**config.mk**
```make
export PLATFORM = sky130hd
export DESIGN_NAME = supply_manager
export DESIGN_NICKNAME = d
export VERILOG_FILES = /design/src/rtl/supply_pkg.sv /design/src/rtl/supply_player_ctr.sv /design/src/rtl/supply_manager.sv
export SDC_FILE = /design/constraint.sdc
export NUM_CORES = 1
export LEC_CHECK = 0
export CORE_UTILIZATION = 55
export DETAILED_ROUTE_END_ITERATION = 10
export GPL_TIMING_DRIVEN = 0
export HOLD_SLACK_MARGIN = 0.15
export MAX_ROUTING_LAYER = met4
export PLACE_DENSITY_LB_ADDON = 0.1
export SYNTH_ARGS = -nofsm -noshare
export SYNTH_HDL_FRONTEND = slang
export SYNTH_SLANG_ARGS = --single-unit
```
**constraint.sdc**
```tcl
create_clock -name Clk -period 28.1 [get_ports Clk]
set_input_delay 5.62 -clock Clk [delete_from_list [all_inputs] [get_ports Clk]]
set_output_delay 5.62 -clock Clk [all_outputs]
set_load 0.02 [all_outputs]
```
**src/rtl/supply_pkg.sv**
```systemverilog
// Shared types, widths, constants and saturating arithmetic helpers for the
// red-box supply manager and its per-player counter slices.
package supply_pkg;

    localparam int unsigned NUM_BOX    = 10;
    localparam int unsigned NUM_PLAYER = 2;
    localparam int unsigned COORD_W    = 10;
    localparam int unsigned AMMO_W     = 8;
    localparam int unsigned HEALTH_W   = 7;
    localparam int unsigned FLASH_W    = 5;
    localparam int unsigned SQ_W       = 21;
    localparam int unsigned DIST_W     = 22;
    localparam int unsigned IDX_W      = 4;

    localparam logic [7:0] AMMO_MAX      = 8'd99;
    localparam logic [7:0] AMMO_REFILL   = 8'd20;
    localparam logic [7:0] AMMO_INIT     = 8'd50;
    localparam logic [6:0] HEALTH_MAX    = 7'd100;
    localparam logic [6:0] HEALTH_REFILL = 7'd25;
    localparam logic [6:0] HIT_DAMAGE    = 7'd10;
    localparam logic [4:0] FLASH_FRAMES  = 5'd30;

    // Refill outweighs damage, so a simultaneous pickup and hit is a net gain.
    localparam logic [6:0] HEALTH_NET_GAIN = HEALTH_REFILL - HIT_DAMAGE;

    typedef enum logic [1:0] {
        IDLE   = 2'd0,
        ATTRIB = 2'd1,
        APPLY  = 2'd2
    } state_t;

    function automatic logic [7:0] sat_add8(input logic [7:0] a, input logic [7:0] b,
                                            input logic [7:0] lim);
        logic [8:0] sum;
        sum = {1'b0, a} + {1'b0, b};
        if (sum > {1'b0, lim}) begin
            return lim;
        end else begin
            return sum[7:0];
        end
    endfunction

    function automatic logic [6:0] sat_add7(input logic [6:0] a, input logic [6:0] b,
                                            input logic [6:0] lim);
        logic [7:0] sum;
        sum = {1'b0, a} + {1'b0, b};
        if (sum > {1'b0, lim}) begin
            return lim;
        end else begin
            return sum[6:0];
        end
    endfunction

    function automatic logic [6:0] sat_sub7(input logic [6:0] a, input logic [6:0] b);
        if (a > b) begin
            return a - b;
        end else begin
            return 7'd0;
        end
    endfunction

    function automatic logic signed [10:0] coord_diff(input logic [9:0] a, input logic [9:0] b);
        return $signed({1'b0, a}) - $signed({1'b0, b});
    endfunction

    function automatic logic [20:0] square11(input logic signed [10:0] v);
        logic [10:0] mag;
        logic [20:0] wide;
        if (v[10]) begin
            mag = ~$unsigned(v) + 11'd1;
        end else begin
            mag = $unsigned(v);
        end
        wide = {10'd0, mag};
        return wide * wide;
    endfunction

endpackage

```
**src/rtl/supply_player_ctr.sv**
```systemverilog
// One player's ammo/health/death/flash state, driven by refill, fire, hit and
// frame-tick strobes from the supply manager top level.
module supply_player_ctr
    import supply_pkg::*;
(
    input  logic       clk,
    input  logic       start,
    input  logic       refill,
    input  logic       fire,
    input  logic       hit,
    input  logic       frame_tick,
    output logic [7:0] ammo,
    output logic [6:0] health,
    output logic       fire_grant,
    output logic       dead,
    output logic       flash
);

    logic [7:0] ammo_r;
    logic [7:0] ammo_nxt_s;
    logic [6:0] health_r;
    logic [6:0] health_nxt_s;
    logic       dead_r;
    logic       dead_nxt_s;
    logic       grant_r;
    logic       flash_r;
    logic [4:0] flash_cnt_r;
    logic [4:0] flash_cnt_nxt_s;
    logic       fire_ok_s;
    logic       hit_ok_s;
    logic       refill_ok_s;

    // Next-state arithmetic; a dead player is frozen except for its health floor.
    always_comb begin
        fire_ok_s   = fire & (ammo_r != 8'd0) & ~dead_r;
        hit_ok_s    = hit & ~dead_r;
        refill_ok_s = refill & ~dead_r;

        if (refill_ok_s && fire_ok_s) begin
            ammo_nxt_s = sat_add8(ammo_r - 8'd1, AMMO_REFILL, AMMO_MAX);
        end else if (refill_ok_s) begin
            ammo_nxt_s = sat_add8(ammo_r, AMMO_REFILL, AMMO_MAX);
        end else if (fire_ok_s) begin
            ammo_nxt_s = ammo_r - 8'd1;
        end else begin
            ammo_nxt_s = ammo_r;
        end

        if (refill_ok_s && hit_ok_s) begin
            health_nxt_s = sat_add7(health_r, HEALTH_NET_GAIN, HEALTH_MAX);
        end else if (refill_ok_s) begin
            health_nxt_s = sat_add7(health_r, HEALTH_REFILL, HEALTH_MAX);
        end else if (hit_ok_s) begin
            health_nxt_s = sat_sub7(health_r, HIT_DAMAGE);
        end else begin
            health_nxt_s = health_r;
        end

        dead_nxt_s = dead_r | (hit_ok_s & (health_nxt_s == 7'd0));

        if (refill_ok_s) begin
            flash_cnt_nxt_s = FLASH_FRAMES;
        end else if (frame_tick && (flash_cnt_r != 5'd0)) begin
            flash_cnt_nxt_s = flash_cnt_r - 5'd1;
        end else begin
            flash_cnt_nxt_s = flash_cnt_r;
        end
    end

    // Player state registers with synchronous active-low reset.
    always_ff @(posedge clk) begin
        if (!start) begin
            ammo_r      <= AMMO_INIT;
            health_r    <= HEALTH_MAX;
            dead_r      <= 1'b0;
            grant_r     <= 1'b0;
            flash_cnt_r <= 5'd0;
            flash_r     <= 1'b0;
        end else begin
            ammo_r      <= ammo_nxt_s;
            health_r    <= health_nxt_s;
            dead_r      <= dead_nxt_s;
            grant_r     <= fire_ok_s;
            flash_cnt_r <= flash_cnt_nxt_s;
            flash_r     <= (flash_cnt_nxt_s != 5'd0);
        end
    end

    assign ammo       = ammo_r;
    assign health     = health_r;
    assign dead       = dead_r;
    assign fire_grant = grant_r;
    assign flash      = flash_r;

endmodule

```
**src/rtl/supply_manager.sv**
```systemverilog
// Turns red-box pickup edges into ammo/health refills for the nearer living
// player, one pickup every three cycles, and hosts the two player counters.
module supply_manager
    import supply_pkg::*;
(
    input  logic       Clk,
    input  logic       Start,
    input  logic       frame_clk,
    input  logic [9:0] Replenish,
    input  logic [9:0] RedBox_X [10],
    input  logic [9:0] RedBox_Y [10],
    input  logic [9:0] Player_X [2],
    input  logic [9:0] Player_Y [2],
    input  logic [1:0] Fire,
    input  logic [1:0] Hit,
    output logic [7:0] Ammo [2],
    output logic [6:0] Health [2],
    output logic [1:0] Fire_Grant,
    output logic [1:0] Dead,
    output logic [1:0] Flash
);

    state_t      state_r;
    state_t      state_nxt_s;
    logic [9:0]  repl_d_r;
    logic        armed_r;
    logic [9:0]  pending_r;
    logic [9:0]  pending_nxt_s;
    logic [9:0]  rise_s;
    logic [9:0]  clr_mask_s;
    logic        frame_d_r;
    logic        frame_tick_r;
    logic [3:0]  idx_r;
    logic [3:0]  first_idx_s;
    logic        any_s;
    logic        latch_s;
    logic        attrib_s;
    logic        apply_s;
    logic [21:0] d0_r;
    logic [21:0] d1_r;
    logic [21:0] dist_s [2];
    logic signed [10:0] dx_s [2];
    logic signed [10:0] dy_s [2];
    logic [1:0]  refill_s;

    // armed_r masks the first cycle after reset so a level held through reset is not an edge.
    always_comb begin
        rise_s = Replenish & ~repl_d_r & {10{armed_r}};
        any_s  = |pending_r;
        first_idx_s = 4'd0;
        for (int i = 9; i >= 0; i--) begin
            if (pending_r[i]) begin
                first_idx_s = 4'(i);
            end else begin
                first_idx_s = first_idx_s;
            end
        end
        if (latch_s) begin
            clr_mask_s = 10'd1 << first_idx_s;
        end else begin
            clr_mask_s = 10'd0;
        end
        pending_nxt_s = (pending_r & ~clr_mask_s) | rise_s;
    end

    // Next-state and strobes for the IDLE -> ATTRIB -> APPLY pickup pipeline.
    always_comb begin
        state_nxt_s = state_r;
        latch_s     = 1'b0;
        attrib_s    = 1'b0;
        apply_s     = 1'b0;
        case (state_r)
            IDLE: begin
                if (any_s) begin
                    state_nxt_s = ATTRIB;
                    latch_s     = 1'b1;
                end else begin
                    state_nxt_s = IDLE;
                end
            end
            ATTRIB: begin
                state_nxt_s = APPLY;
                attrib_s    = 1'b1;
            end
            APPLY: begin
                state_nxt_s = IDLE;
                apply_s     = 1'b1;
            end
            default: begin
                state_nxt_s = IDLE;
            end
        endcase
    end

    // Squared Euclidean distance from each player to the latched box.
    always_comb begin
        for (int p = 0; p < 2; p++) begin
            dx_s[p]   = coord_diff(Player_X[p], RedBox_X[idx_r]);
            dy_s[p]   = coord_diff(Player_Y[p], RedBox_Y[idx_r]);
            dist_s[p] = {1'b0, square11(dx_s[p])} + {1'b0, square11(dy_s[p])};
        end
    end

    // Winner selection: dead players are skipped, ties favour player 0.
    always_comb begin
        refill_s = 2'b00;
        if (apply_s) begin
            if (Dead[0] && Dead[1]) begin
                refill_s = 2'b00;
            end else if (Dead[0]) begin
                refill_s = 2'b10;
            end else if (Dead[1]) begin
                refill_s = 2'b01;
            end else if (d0_r <= d1_r) begin
                refill_s = 2'b01;
            end else begin
                refill_s = 2'b10;
            end
        end else begin
            refill_s = 2'b00;
        end
    end

    // Edge detectors, pending mask, FSM state and attribution registers.
    always_ff @(posedge Clk) begin
        if (!Start) begin
            repl_d_r     <= 10'd0;
            armed_r      <= 1'b0;
            pending_r    <= 10'd0;
            frame_d_r    <= 1'b0;
            frame_tick_r <= 1'b0;
            state_r      <= IDLE;
            idx_r        <= 4'd0;
            d0_r         <= 22'd0;
            d1_r         <= 22'd0;
        end else begin
            repl_d_r     <= Replenish;
            armed_r      <= 1'b1;
            pending_r    <= pending_nxt_s;
            frame_d_r    <= frame_clk;
            frame_tick_r <= frame_clk & ~frame_d_r;
            state_r      <= state_nxt_s;
            if (latch_s) begin
                idx_r <= first_idx_s;
            end
            if (attrib_s) begin
                d0_r <= dist_s[0];
                d1_r <= dist_s[1];
            end
        end
    end

    for (genvar p = 0; p < 2; p++) begin : g_player
        supply_player_ctr u_ctr (
            .clk        (Clk),
            .start      (Start),
            .refill     (refill_s[p]),
            .fire       (Fire[p]),
            .hit        (Hit[p]),
            .frame_tick (frame_tick_r),
            .ammo       (Ammo[p]),
            .health     (Health[p]),
            .fire_grant (Fire_Grant[p]),
            .dead       (Dead[p]),
            .flash      (Flash[p])
        );
    end

endmodule

```
---- After elaboration in Yosys (flattened, before gate mapping) ----
Cells that the tools add are included.
word-level totals
  bits in registers ....................... 119
  logic and storage cells ................. 169
cells by class
  $add $sub $neg .......................... 24
  $mul .................................... 4
  $lt $le $gt $ge ......................... 12
  equality and inequality tests ........... 2
  shift-type cells ........................ 1
  mux-type cells .......................... 59
  bitwise operators ....................... 27
  reduce and logical (&&, ||, !) cells .... 19
operators with widths
  operator                                                              number
  11-bit by 11-bit multiplier with 21-bit output                        4
  7-bit 2-to-1 mux                                                      12
  10-bit binary-select mux with 4-bit select                            2
  8-bit 2-to-1 mux                                                      10
  10-bit 2-to-1 mux                                                     5
  11-bit by 1-bit adder with 11-bit output, second input constant       4
  21-bit by 21-bit adder with 22-bit output                             2
  11-bit 2-to-1 mux                                                     4
  11-bit NOT                                                            4
  10-bit by 10-bit subtractor with 11-bit output                        4
  4-bit 2-to-1 mux                                                      10
  8-bit by 5-bit adder with 9-bit output, second input constant         4
  9-bit by 7-bit > comparator with 1-bit output, second input constant  4
  8-bit by 7-bit > comparator with 1-bit output, second input constant  4
  10-bit AND                                                            3
  22-bit <= comparator                                                  1
  5-bit 2-to-1 mux                                                      4
  10-bit NOT                                                            2
  5-bit nonzero test                                                    4
  7-bit by 4-bit adder with 8-bit output, second input constant         2
  7-bit by 5-bit adder with 8-bit output, second input constant         2
  8-bit nonzero test                                                    2
  8-bit by 1-bit subtractor with 8-bit output, second input constant    2
  7-bit by 4-bit > comparator with 1-bit output, second input constant  2
  other kinds (19)                                                      51

---- Logic depth before layout (Yosys ltp) ----
Gate-level depths: netlist of run 1.
  depth in word-level cells ............... 15
  gate-level depth with buffers ........... 47
  mapped depth without buffers ............ 44

---- Modules after synthesis ----
From an unflattened synthesis of run 1, not the netlist that was laid out.
second synthesis, totals
  cell total of the unflattened synthesis .. 3339
  area total of the unflattened synthesis .. 27386.3 µm²
by module, submodules not included
  module             instances  cells each  area an instance (µm²)  seq. area each (µm²)
  supply_manager     1          2711        22736.8                 1461.4
  supply_player_ctr  2          314         2324.7                  460.4

---- Worst setup path before layout of run 1 ----
OpenSTA, ideal clock, no wires.
  path kind ............................... in2reg
  start ................................... input RedBox_Y[60] in the netlist's numbering
  end ..................................... register d0_r[21]
  setup time .............................. 134 ps
  arrival ................................. 14718 ps
  required time ........................... 27966 ps
  slack ................................... 13249 ps
  stages on the path ...................... 40
  cell sequence ........................... mux4_2 -> a22oi_1 -> o21ai_0 -> ha_1 -> fa_1 -> nor2b_1 -> o21ai_2 -> and2b_1 -> xnor2_1 -> or3_4 -> or4_4 -> o21ai_2 -> xor2_2 -> buf_6 -> nor2_1 -> fa_1 -> inv_1 -> fa_1 -> (+4 left out) -> fa_1 -> inv_1 -> ha_1 -> a21o_1 -> a21o_1 -> a21oi_1 -> nor2_1 -> a21oi_1 -> nand2_1 -> nor2_1 -> ha_1 -> a21o_1 -> a21oi_1 -> nand2_1 -> a211oi_1 -> o31ai_1 -> a2111oi_0 -> nor4_1
between the ends
  word-level cells in the longest chain between the ends .. 9
ends and longest elaborated chain
  item                                                     RTL line               source
  from (decl)                                              supply_manager.sv:11   input logic [9:0] RedBox_Y [10],
  10-bit binary-select mux with 4-bit select *             supply_manager.sv:99   dy_s[p] = coord_diff(Player_Y[p], RedBox_Y[idx_r]);
  10-bit 2-to-1 mux (implied by the code) * (2 in series)  supply_manager.sv:99
  10-bit by 10-bit subtractor with 11-bit output *         supply_pkg.sv:63       return $signed({1'b0, a}) - $signed({1'b0, b});
  11-bit NOT                                               supply_pkg.sv:70       mag = ~$unsigned(v) + 11'd1;
  11-bit by 1-bit adder with 11-bit output                 supply_pkg.sv:70
  11-bit 2-to-1 mux *                                      supply_pkg.sv:69       if (v[10]) begin
  11-bit by 11-bit multiplier with 21-bit output *         supply_pkg.sv:75       return wide * wide;
  21-bit by 21-bit adder with 22-bit output *              supply_manager.sv:100  dist_s[p] = {1'b0, square11(dx_s[p])} + {1'b0, square11(dy_s[p])};
  to (signal assigned)                                     supply_manager.sv:147  d0_r <= dist_s[0];
  to (decl)                                                supply_manager.sv:39   logic [21:0] d0_r;
Every way passes the cells marked *; elsewhere a longest branch is shown, timed or not. The select of a mux whose other input is x is not followed.
A chain may end at the register's enable or synchronous reset.

---- Worst setup path in the final report of run 1 ----
  start ................................... input RedBox_X[90] in the netlist's numbering
  end ..................................... register d1_r[21]
between the ends
  word-level cells in the longest chain between the ends .. 9
ends and longest elaborated chain
  item                                                     RTL line               source
  from (decl)                                              supply_manager.sv:10   input logic [9:0] RedBox_X [10],
  10-bit binary-select mux with 4-bit select *             supply_manager.sv:98   dx_s[p] = coord_diff(Player_X[p], RedBox_X[idx_r]);
  10-bit 2-to-1 mux (implied by the code) * (2 in series)  supply_manager.sv:98
  10-bit by 10-bit subtractor with 11-bit output *         supply_pkg.sv:63
  11-bit NOT                                               supply_pkg.sv:70
  11-bit by 1-bit adder with 11-bit output                 supply_pkg.sv:70
  11-bit 2-to-1 mux *                                      supply_pkg.sv:69
  11-bit by 11-bit multiplier with 21-bit output *         supply_pkg.sv:75
  21-bit by 21-bit adder with 22-bit output *              supply_manager.sv:100
  to (signal assigned)                                     supply_manager.sv:148  d1_r <= dist_s[1];
  to (decl)                                                supply_manager.sv:40   logic [21:0] d1_r;
Marked as above.

==> results.rst, run 1 <==
.. list-table::
   :header-rows: 1

   * - Metric
     - Value
   * - Run status
     - finished with violations
   * - Failing checks
     - design-rule violations
   * - Most used DFF post-synth
     - dfxtp_1
   * - Maximum fanout count along the critical path
     - 10
   * - Crit path arrival time
     - 17.26 ns
   * - Wirelength, routed
     - 79600 um
   * - Number of DRC markers after the initial detailed-route iteration
     - 1570
   * - Worst Slack Setup Final
     - 11.10 ns
   * - Clock latency on the worst-skew pair
     - 0.42 ns
   * - Final #Nets
     - 4423
   * - Chip Width
     - 220 um
   * - Antenna-violating nets left
     - 0
   * - Number of iterations in the first detailed-routing pass
     - 10
   * - Pre-CTS setup slack
     - 10.81 ns
   * - I/O pin cnt
     - 293
   * - FILL cells
     - 4092
   * - Pin count of the biggest net entering global routing
     - 17
   * - First-pass GRT wire length
     - 126000 um
   * - CP most frequent cell
     - fa_1
   * - Part of the Yosys area used for sequential elements
     - 9.10%
   * - Worst-case clock buffer depth
     - 2
   * - Overall overflow remaining after global route
     - 0
   * - Clock-pin transition on the worst setup and hold timing paths
     - 0.06 ns
   * - Sinks on Clock Net
     - 119
   * - Number of violations of the max-capacitance limit
     - 0
   * - Slew @ Worst Pin
     - 1.21 ns
   * - Antenna diode count
     - 0
   * - Via density per instance
     - 5.79
   * - Type of the tightest min-delay check
     - reg2reg
   * - Initial antenna violation count
     - 0
   * - Cell at the slowest stage of the critical path
     - o21ai_0
   * - Post-CTS Hold Buffers
     - 0
   * - Achievable clock frequency
     - 0.0588 GHz
   * - Synthesized instance count
     - 3224
   * - Postcts setup bufs
     - 0
   * - Via count of the first global-routing pass
     - 24400
   * - Clock Tree Root
     - clkbuf_16
   * - Crit path launch type
     - input pin
   * - Number of slew-limit violations in the final report
     - 0
   * - Minimum clock period
     - 17.00 ns
   * - Slew headroom
     - 16.9%
   * - Routed vias
     - 24200
   * - Cell accounting for the most synthesized area
     - fa_1
   * - DRC violations left
     - 10
   * - FP Rows
     - 79
   * - Setup-failing EPs final
     - 0
   * - Total negative slack
     - 0 ns
   * - Synth top area cells
     - fa_1 20%, ha_1 16%, dfxtp_1 9.1%
   * - Mean instance size in the synthesized netlist
     - 8.12 um2
   * - TritonCTS clock tree
     - built
   * - Unrepaired setup endpoints after global routing
     - no
   * - Top cell types by occurrence after synthesis
     - 512 x inv_1, 335 x ha_1, 308 x nor2_1
   * - Area share of the leading cell type in the synthesized netlist
     - 20.3%
   * - Setup clock skew after layout
     - 0.00933 ns
   * - CTS HTree Levels
     - 4
   * - Initial core utilization
     - 56.0%
   * - Number of flops mapped to enable cells by yosys
     - 0
   * - CTS Buf Count
     - 17
   * - CP peak stage delay
     - 0.97 ns
   * - WS Path Type
     - in2reg
   * - Post-synthesis sequential element count
     - 119
   * - Final period utilization
     - 60.5%
   * - Port Buf Inserts
     - 292
   * - Core Box Area
     - 46800 um2
   * - FFs w/ async S/R, synth
     - 0%
   * - Post-CTS resize count
     - 0
   * - Total Die Area
     - 48500 um2
   * - Final Hold Fails
     - 0
   * - Total of warnings raised by yosys
     - 0
   * - Weighted congestion at the end of routability-driven global placement
     - 1.01
   * - Most common cell in the netlist
     - inv_1
   * - Routed wire length per instance
     - 19.0 um
   * - GRT Resource Usage Total
     - 34.1%
   * - Layout cells sized above 1
     - 5.03%
   * - Layout-stage area growth over the synthesis result
     - 16.7%
   * - Count of distinct cell types in the synthesized netlist
     - 99
   * - Hpwl dp
     - 68400 um
   * - Required time reported for the critical path endpoint
     - 28.36 ns
   * - Sort of element at the end of the critical path
     - flip-flop
   * - Die span in y
     - 220 um
   * - Synthesized cell area
     - 26200 um2
## cell families (layout without fill, tap and decap cells)
family / Yosys count / count (layout) / share of synthesized area (%)
compound gates: 617 / 617 / 15.8
xor+xnor: 189 / 189 / 6.44
mux: 79 / 79 / 5.03
buf+inv: 627 / 951 / 9.24
simple gates: 989 / 989 / 18.0
fa+ha+maj: 602 / 602 / 36.4
other cells: 2 / 32 / 0.0287
flops: 119 / 119 / 9.10
## worst max-delay path: cells and delay by family
| kind | cells | cell delay (ns) |
|---|---|---|
| multiplexers | 1 | 0.24 |
| buffers and inverters | 8 | 1.26 |
| AO/OA/AOI/OAI | 15 | 4.47 |
| adder cells (fa/ha/maj) | 9 | 3.95 |
| AND/OR/NAND/NOR | 7 | 0.95 |
| XOR/XNOR | 1 | 0.73 |
## sequential cells by signal, summed over array words and instances, names as in the netlist, 2 cells and up
| register | flops |
|---|---|
| g_player.u_ctr.health | 14 |
| idx_r | 4 |
| g_player.u_ctr.flash_cnt_r | 10 |
| state_r | 2 |
| d1_r | 22 |
| g_player.u_ctr.ammo | 16 |
| pending_r | 10 |
| g_player.u_ctr.fire_grant | 2 |
| d0_r | 22 |
| repl_d_r | 10 |
| g_player.u_ctr.dead | 2 |
| g_player.u_ctr.flash | 2 |
## final timing paths
check,start,to,slack [ns],cells past startpoint
setup / recovery,RedBox_X[90],d1_r[21]$_SDFFE_PN0P_,11.10,41
hold / removal,frame_d_r$_SDFF_PN0_,frame_tick_r$_SDFF_PN0_,0.39,1
setup reg to reg,idx_r[0]$_SDFFE_PN0P_,d1_r[21]$_SDFFE_PN0P_,14.08,43
hold reg to reg,frame_d_r$_SDFF_PN0_,frame_tick_r$_SDFF_PN0_,0.39,1
## area by class of cell
cell class                      instances  area [um2]  area share (%)
Clock inverter                         13         121           0.397
Multi-Input combinational cell       2508       21500            70.3
Clock buffer                           19         453            1.48
Sequential cell                       119        2380            7.80
Tap cell                              607         759            2.49
Inverter                              518        1940            6.37
Buffer                                109         474            1.55
Timing Repair Buffer                  292        2920            9.57
## metrics by stage
stage / area, um2 / utilization, % / std cells / hold slack (ns)
finish: 30500 / 65.3 / 4185 / 0.390
global route: 30500 / 65.3 / 4185 / 0.402
CTS: 30500 / 65.3 / 4185 / 0.391
detailed placement: 30000 / 64.1 / 4153 / 0.382
global placement: 30000 / 64.1 / 4153 / 0.377
floorplan: 26300 / - / 3254 / 0.367
## metal layers
metal / share of wire, % / vias to the layer above / GRT usage [%]
li1: - / 11500 / -
met2: 49 / 817 / 58.2
met3: 4.4 / 178 / 2.54
met4: 6.1 / 0 / 18.9
met1: 41 / 11700 / 39.8
met5: 0 / - / -
## cell usage in the layout (no fill, tap or decap), types with 76 or more instances in the layout
master	Yosys	routed
inv_1	512	512
ha_1	335	335
nor2_1	308	308
clkdlybuf4s50_1	0	292
nand2_1	266	266
fa_1	266	266
a21oi_1	160	160
xnor2_1	124	124
o21ai_0	119	119
dfxtp_1	119	119
nor3_1	82	82
clkbuf_1	76	76
Power of run 1 is left out: the tool's default activity adds up to more than one toggle a clock period on the data nets, which glitch-free logic cannot reach.
==> run 2: changes to the inputs <==
==> constraint.sdc (replaced) <==
create_clock -name Clk -period 16.5 [get_ports Clk]
set_input_delay 3.3 -clock Clk [delete_from_list [all_inputs] [get_ports Clk]]
set_output_delay 3.3 -clock Clk [all_outputs]
set_load 0.02 [all_outputs]
==> results of run 2 <==
The final DEF is identical to that of run 1. Status: finished with violations: design-rule violations.
Among the figures that moved: setup slack after placement 10.81 ns -> 1.53 ns; setup slack after layout 11.10 ns -> 1.82 ns; register-to-register setup slack 14.08 ns -> 2.48 ns
Power of run 2 is left out for the same reason.
